**src/rtl/di_funct_capture.sv**
```systemverilog
// -----------------------------------------------------------------------------
// di_funct_capture
//   Conditions one raw digital input and measures it. The input goes through a
//   2-flop synchronizer, an optional debounce filter and an edge detector. The
//   conditioned edges then feed one of three functions: plain level, rising-edge
//   counting, or PWM period/high-time measurement.
//
// Parameters
//   FILTER_LEN  debounce length in clocks (1..255)
//   CNT_W       width of edge counter, period timer and high-time timer
//
// Ports
//   xclk            clock, all state updates on the rising edge
//   reset           synchronous, active-high reset
//   di_in           raw input, asynchronous to xclk
//   which_function  0 LEVEL, 1 EDGE_COUNT, 2 PWM_MEAS, 3 reserved (as LEVEL)
//   filter_en       1 enables the debounce filter
//   clear_counts    synchronous clear of the measurement state
//   level_out       conditioned input level
//   rise_pulse      1-cycle pulse coincident with level_out rising
//   fall_pulse      1-cycle pulse coincident with level_out falling
//   edge_count      saturating rising-edge count (EDGE_COUNT)
//   period          last PWM period in clocks
//   high_time       last PWM high time in clocks
//   meas_valid      1-cycle strobe coincident with new period/high_time
//   overflow        sticky: edge counter saturation or PWM timeout
// -----------------------------------------------------------------------------
module di_funct_capture #(
    parameter int FILTER_LEN = 8,
    parameter int CNT_W      = 16
) (
    input  logic             xclk,
    input  logic             reset,
    input  logic             di_in,
    input  logic [1:0]       which_function,
    input  logic             filter_en,
    input  logic             clear_counts,
    output logic             level_out,
    output logic             rise_pulse,
    output logic             fall_pulse,
    output logic [CNT_W-1:0] edge_count,
    output logic [CNT_W-1:0] period,
    output logic [CNT_W-1:0] high_time,
    output logic             meas_valid,
    output logic             overflow
);

    localparam logic [1:0]       FN_EDGE   = 2'd1;
    localparam logic [1:0]       FN_PWM    = 2'd2;
    localparam logic [CNT_W-1:0] CNT_MAX   = '1;
    localparam logic [CNT_W-1:0] CNT_ONE   = CNT_W'(1);
    localparam logic [7:0]       FILT_LAST = 8'(FILTER_LEN - 1);

    typedef enum logic [1:0] {
        WAIT_RISE,
        MEAS_HIGH,
        MEAS_LOW
    } pwm_state_t;

    logic             sync1, sync2;
    logic [7:0]       filt_cnt;
    logic             filter_en_q;
    logic             filter_tgl;
    logic             level_nxt;
    logic [1:0]       fn_q;
    logic             fn_chg;
    pwm_state_t       state;
    logic [CNT_W-1:0] timer;
    logic [CNT_W-1:0] high_cap;

    assign filter_tgl = filter_en ^ filter_en_q;
    assign fn_chg     = which_function != fn_q;

    // ---------------------------------------------------------------- sync
    always_ff @(posedge xclk) begin
        if (reset) begin
            sync1 <= 1'b0;
            sync2 <= 1'b0;
        end else begin
            sync1 <= di_in;
            sync2 <= sync1;
        end
    end

    // ------------------------------------------------------------ filter
    // The cycle in which filter_en flips holds the level, so switching the
    // filter on or off can never create an edge by itself.
    always_comb begin
        level_nxt = level_out;
        if (filter_tgl)
            level_nxt = level_out;
        else if (!filter_en)
            level_nxt = sync2;
        else if (sync2 != level_out && filt_cnt == FILT_LAST)
            level_nxt = sync2;
    end

    always_ff @(posedge xclk) begin
        if (reset) begin
            filt_cnt    <= 8'd0;
            filter_en_q <= filter_en;   // no spurious toggle after reset
        end else begin
            filter_en_q <= filter_en;
            if (!filter_en || filter_tgl || sync2 == level_out ||
                filt_cnt == FILT_LAST)
                filt_cnt <= 8'd0;
            else
                filt_cnt <= filt_cnt + 8'd1;
        end
    end

    // ------------------------------------------------------- level / edges
    always_ff @(posedge xclk) begin
        if (reset) begin
            level_out  <= 1'b0;
            rise_pulse <= 1'b0;
            fall_pulse <= 1'b0;
        end else begin
            level_out  <= level_nxt;
            rise_pulse <= level_nxt & ~level_out;
            fall_pulse <= ~level_nxt & level_out;
        end
    end

    // --------------------------------------------------------- measurement
    // The timer is loaded with 1 on the cycle a rise pulse is consumed, so the
    // value sampled at the next rise (or fall) pulse equals the clock distance
    // between the two pulses.
    always_ff @(posedge xclk) begin
        if (reset) begin
            fn_q       <= which_function;   // mode set during reset is not a change
            state      <= WAIT_RISE;
            timer      <= '0;
            high_cap   <= '0;
            edge_count <= '0;
            period     <= '0;
            high_time  <= '0;
            meas_valid <= 1'b0;
            overflow   <= 1'b0;
        end else begin
            fn_q       <= which_function;
            meas_valid <= 1'b0;
            if (clear_counts || fn_chg) begin
                // any rise_pulse this cycle is dropped on purpose
                state      <= WAIT_RISE;
                timer      <= '0;
                high_cap   <= '0;
                edge_count <= '0;
                period     <= '0;
                high_time  <= '0;
                overflow   <= 1'b0;
            end else if (which_function == FN_EDGE) begin
                state <= WAIT_RISE;
                if (rise_pulse) begin
                    if (edge_count == CNT_MAX)
                        overflow <= 1'b1;
                    else
                        edge_count <= edge_count + CNT_ONE;
                end
            end else if (which_function == FN_PWM) begin
                case (state)
                    WAIT_RISE: begin
                        if (rise_pulse) begin
                            state <= MEAS_HIGH;
                            timer <= CNT_ONE;
                        end
                    end
                    MEAS_HIGH: begin
                        if (timer == CNT_MAX) begin
                            overflow <= 1'b1;
                            state    <= WAIT_RISE;
                            timer    <= '0;
                        end else begin
                            timer <= timer + CNT_ONE;
                            if (fall_pulse) begin
                                high_cap <= timer;
                                state    <= MEAS_LOW;
                            end
                        end
                    end
                    MEAS_LOW: begin
                        if (timer == CNT_MAX) begin
                            overflow <= 1'b1;
                            state    <= WAIT_RISE;
                            timer    <= '0;
                        end else if (rise_pulse) begin
                            period     <= timer;
                            high_time  <= high_cap;
                            meas_valid <= 1'b1;
                            timer      <= CNT_ONE;
                            state      <= MEAS_HIGH;
                        end else begin
                            timer <= timer + CNT_ONE;
                        end
                    end
                    default: begin
                        state <= WAIT_RISE;
                        timer <= '0;
                    end
                endcase
            end else begin
                // LEVEL and reserved: measurement outputs hold
                state <= WAIT_RISE;
                timer <= '0;
            end
        end
    end

endmodule

```
**config.mk**
```make
export PLATFORM = sky130hd
export DESIGN_NAME = di_funct_capture
export DESIGN_NICKNAME = d
export VERILOG_FILES = /design/src/rtl/di_funct_capture.sv
export SDC_FILE = /design/constraint.sdc
export NUM_CORES = 1
export LEC_CHECK = 0
export CAP_MARGIN = 20
export CORE_MARGIN = 2
export CORE_UTILIZATION = 41
export DETAILED_ROUTE_END_ITERATION = 16
export GPL_TIMING_DRIVEN = 0
export PLACE_DENSITY_LB_ADDON = 0.15
export SYNTH_ARGS = -nofsm -noshare
export SYNTH_HDL_FRONTEND = slang
export SYNTH_SLANG_ARGS = --single-unit
```
**constraint.sdc**
```tcl
create_clock -name xclk -period 2.2 [get_ports xclk]
set_input_delay 0.22 -clock xclk [delete_from_list [all_inputs] [get_ports xclk]]
set_output_delay 0.22 -clock xclk [all_outputs]
set_load 0.03 [all_outputs]
```
; ---- Yosys cells after proc, flatten, opt, wreduce, memory -nomap -nowiden
; Cells that the tools add are included.
[word_totals]
in_bits = 7
ff_bits = 100
word_cells = 84
[classes]
n_addsub = 3
bitwise = 10
n_mux = 21
eq_ne = 14
n_reduce_logical = 20
[op_table]
columns = op, count
row1 = $mux W16, 5
row2 = $pmux W16 S3, 1
row3 = $add A16 B1 Y16 const B, 2
row4 = $eq A16 B16 Y1 const B, 2
row5 = $reduce_and A5 Y1, 3
row6 = $mux W1, 10
row7 = $add A8 B1 Y8 const B, 1
row8 = $eq A8 B3 Y1 const B, 1
row9 = $mux W2, 4
row10 = $not A1 Y1, 7
row11 = $ne A3 B3 Y1 const B, 2
row12 = $pmux W2 S3, 1
row13 = $reduce_bool A2 Y1, 3
row14 = $reduce_or A2 Y1, 3
row15 = $reduce_or A6 Y1, 1
row16 = $eq A2 B1 Y1 const B, 2
row17 = $eq A2 B2 Y1 const B, 2
row18 = $logic_or A1 B1 Y1, 4
row19 = $reduce_or A4 Y1, 1
row20 = $reduce_and A3 Y1, 1
row21 = $and A1 B1 Y1, 2
row22 = $logic_not A2 Y1, 1
row23 = $ne A2 B1 Y1 const B, 1
row24 = $ne A2 B2 Y1, 1
row25 = 7 further kinds, 7

; ---- Logic depth before layout (Yosys ltp)
[logic_depth]
ltp_word = 7
mapped_depth = 9

; ---- Least setup slack after synthesis
; No wires, ideal clock.
[synth_path]
path_kind = reg-to-reg
start = register state[0]
end = register timer[8]
arrival_time_ps = 2105
period_less_slack_ps = 2179
path_stages_with_launch = 7
setup_slack_ps = 21
cell_sequence = dfxtp_1 > ha_1 > or3b_4 > o21bai_4 > or3_4 > or4_1 > a31oi_1
[synth_via]
elab_chain_len = 3
elab_cells_between_ends = 7
[synth_rtl]
columns = element, line_no
row1 = from (decl), 67  ; pwm_state_t state;
row2 = from (signal assigned), 132  ; state <= WAIT_RISE;
row3 = from (signal assigned), 145  ; state <= WAIT_RISE;
row4 = from (signal assigned), 153  ; state <= WAIT_RISE;
row5 = $eq A2 B2 Y1 (tied with other cells), 161  ; case (state)
row6 = $pmux W16 S3 / $ne A3 B3 Y1 (equally long branches), -
row7 = $mux W16 / $reduce_and A2 Y1 (equally long branches), -
row8 = to (signal assigned), 174  ; timer <= timer + CNT_ONE;
row9 = to (signal assigned), 193  ; timer <= timer + CNT_ONE;
row10 = to (decl), 68  ; logic [CNT_W-1:0] timer;
; Several ways; a longest one is shown, not always the timed one.
; A chain may end at the register's enable or synchronous reset.

; ---- Worst setup path after layout
[layout_path]
start = register state[1]
end = register timer[8]
; The elaborated chain is that of the path after synthesis.

==> impl_results.md <==
- Cell Pwr Density: 554 nW/um^2
- Initial antenna violation count: 0
- Top-count cell post-synth: nand2_1
- Max-Cap Viols: 0
- Final hold violations: 0
- Area grow syn2layout: 28.0%
- Clock Skews: 0.0168 ns
- Total CTS buffers: 9
- Post-Route WL: 10.2 mm
- Rows: 37
- Iteration-0 DRC Markers: 268
- Cells after Synth: 514
- Post-synth EDFFs: 0
- Status: completed
- Syn Nets: 529
- Slew headroom: 0.454
- Mapped Area: 4250 sq um
- Post-synth top area share: 0.471
- Pleak: 1.74 nW
- Cells after DPL: 710
- Power share of the clock group: 0.368
- Max-slew violations: 0
- CP Class: flop to flop
- Port buffer count: 59
- Fill count: 1014
- Switching power share of the total: 0.245
- Final Critical Period: 2.19 ns
- # diodes: 0
- Area leader, netlist: dfxtp_1
- Fmax achieved: 457 MHz
- PnR worst setup slack: 0.00958 ns
- DPL Wire Length: 7.26 mm
- Antenna Nets Post-Route: 0
- Root Driver: clkbuf_8
- Routed wire per std cell: 13.7 um
- Worst setup SP type: flop
- 1st-pass router iterations: 5
- Seq cells post-synth: 100
- CP peak stage delay: 0.47 ns
- Largest net degree at the start of global routing: 19
- Commonest cells post-synth: 112 x nand2_1, 100 x dfxtp_1, 60 x a21oi_1
- Mean area per synthesized cell: 8.28 sq um
- # setup viols final: 0
- Clock Pin Slew Worst Setup and Hold Paths: 0.10 ns
- Sequential-to-total area share from yosys stat: 0.471
- Share of layout cells above drive strength 1: 0.129
- Register share of total power: 0.601
- CP required: 2.50 ns
- Core Area: 10200 sq um
- CTS Buffer Depth: 2
- Slowest cell on crit path: or4_1
- Multi-input gate area: 2190 sq um
- Worst Setup End Kind: flop
- Peak VDD IR: 304 uV
- Global-route wire length before repair: 17.3 mm
- Final Non-Filler Cells: 741
- CTS H-tree lvls: 3
- CTS tree: done
- Crit Path Max Fanout: 5
- HP Class: input pin to flop
- Die Y: 106 um
- Register area: 2030 sq um
- Synth top area cells: dfxtp_1 47%, nand2_1 9.9%, a21oi_1 7.1%
- NetSw: 0.000740 W
- Initial Util: 0.418
- Worst slack, placed: -0.593 ns
- Clk sinks: 100
- Die Span X: 106 um
- Nets: 615
- Final Cycle Share: 0.996
- DRC errors left: 0
- Clock Latency Late Sink: 0.37 ns
- Remaining Overflow, GRT: 0
- Internal power contribution: 0.00228 W
- Worst-path cell chain: ha_4, or3b_4, o21bai_4, or3_4, or4_1, a31oi_1
- Critical path arrival: 2.49 ns
- Vias in the first global route: 3643
- Asr flop ratio synth: 0
- Ys flop type: dfxtp_1
- RSZ-0062 raised after global routing: yes
- Synth unique cells: 53
- Hold_buf cts: 0
- Via count: 3835
- Least-Margin Pin Slew: 0.799 ns
- Drt via density: 5.18
- Count of yosys warnings during synthesis: 0
- Die Area: 11200 sq um
- Routability cong.: 0.879
- Overall Global Routing Usage: 0.191
- Combinational power share: 0.031
- I/O pin count: 60
## logic make-up after synthesis
kind of cell | synth area share
AND/OR/NAND/NOR | 0.276
buffers and inverters | 0.0341
multiplexers | 0.00471
XOR/XNOR | 0.0474
AO/OA/AOI/OAI | 0.144
adder cells (fa/ha/maj) | 0.0235
flip-flops | 0.471
## stage by stage
| stage | util | setup TNS [ns] | hold WS [ns] | total power (W) | instance area [sq um] |
|---|---|---|---|---|---|
| 5_1_grt | 0.535 | -0.0953 | 0.339 | 0.00314 | 5450 |
| 2_1_floorplan | - | 0 | 0.248 | 0.00191 | 4250 |
| 3_5_place_dp | 0.493 | -27.83 | 0.438 | 0.00194 | 5020 |
| 3_3_place_gp | 0.492 | -24.94 | 0.429 | 0.00194 | 5010 |
| 6_report | 0.535 | 0 | 0.346 | 0.00302 | 5450 |
| 4_1_cts | 0.524 | -0.00722 | 0.336 | 0.00304 | 5330 |
## cells in the final DEF (no fill, tap or decap), drive strengths merged, types with 4 or more instances in the layout
cell type,synthesis,routed
o21ai,6,6
nor3,10,10
inv,10,13
nand4,15,15
a211oi,9,9
a31oi,4,4
dfxtp,100,100
nor2,40,40
buf,6,22
nand2,112,112
ha,8,8
nand3,21,21
xor2,15,15
xnor2,8,8
and3,8,8
a21oi,60,60
nor2b,8,8
clkbuf,19,28
nand2b,5,5
or4,4,4
clkdlybuf4s50,0,59
## power by group through the flow
stage / Clock [W] / Combinational (W) / Sequential, W
floorplan: 0 / 0.0000476 / 0.00186
global placement: 0 / 0.0000825 / 0.00186
detailed placement: 0 / 0.0000843 / 0.00186
CTS: 0.00114 / 0.0000914 / 0.00182
global route: 0.00122 / 0.000104 / 0.00181
finish: 0.00111 / 0.0000947 / 0.00181
## final cells by class
type / instances / area share
repair buffers: 77 / 0.133
inverters: 10 / 0.00689
multi-input cells: 379 / 0.402
flip-flops and latches: 100 / 0.372
plain buffers: 23 / 0.0216
clock buffers: 9 / 0.0227
clock inverters: 7 / 0.0108
well taps: 136 / 0.0312
## path summary, 6_finish.rpt
path / start / endpoint / slack (ns) / cells after the start
worst min-delay path: filter_en / filter_en_q / 0.35 / 1
worst max-delay path: state[1] / timer[8] / 0.01 / 6
worst max register to register: state[1] / timer[8] / 0.01 / 6
worst min register to register: sync1 / sync2 / 0.45 / 1
## repair_timing
action | in CTS | in global routing
buffers inserted | 11 | 6
setup endpoints to repair | 62 | 64
hold endpoints to repair | 0 | 0
gates resized for setup | 18 | 33
gates cloned | 0 | 0
pin swaps | 5 | 5
## registers in the layout (all words and copies together), names as in the netlist
register / cells
level_out: 1
fn_q: 2
overflow: 1
timer: 16
sync2: 1
sync1: 1
rise_pulse: 1
filter_en_q: 1
period: 16
edge_count: 16
state: 2
meas_valid: 1
fall_pulse: 1
filt_cnt: 8
high_time: 16
high_cap: 16
## per-layer routing
metal | GRT usage | up-vias | routed length, um | part of all wire
met5 | 0 | - | 0 | 0
met4 | 0.0667 | 0 | 125 | 0.012
met3 | 0.0334 | 9 | 538 | 0.053
met2 | 0.308 | 109 | 4720 | 0.46
met1 | 0.258 | 1768 | 4790 | 0.47
li1 | - | 1949 | - | -
## critical path: cells and delay by family, from the launching register on
kind | cells | cell delay [ns]
simple gates | 3 | 1.21
compound gates | 2 | 0.36
fa+ha+maj | 1 | 0.17
flops | 1 | 0.38
(Power assumes the default switching activity.)
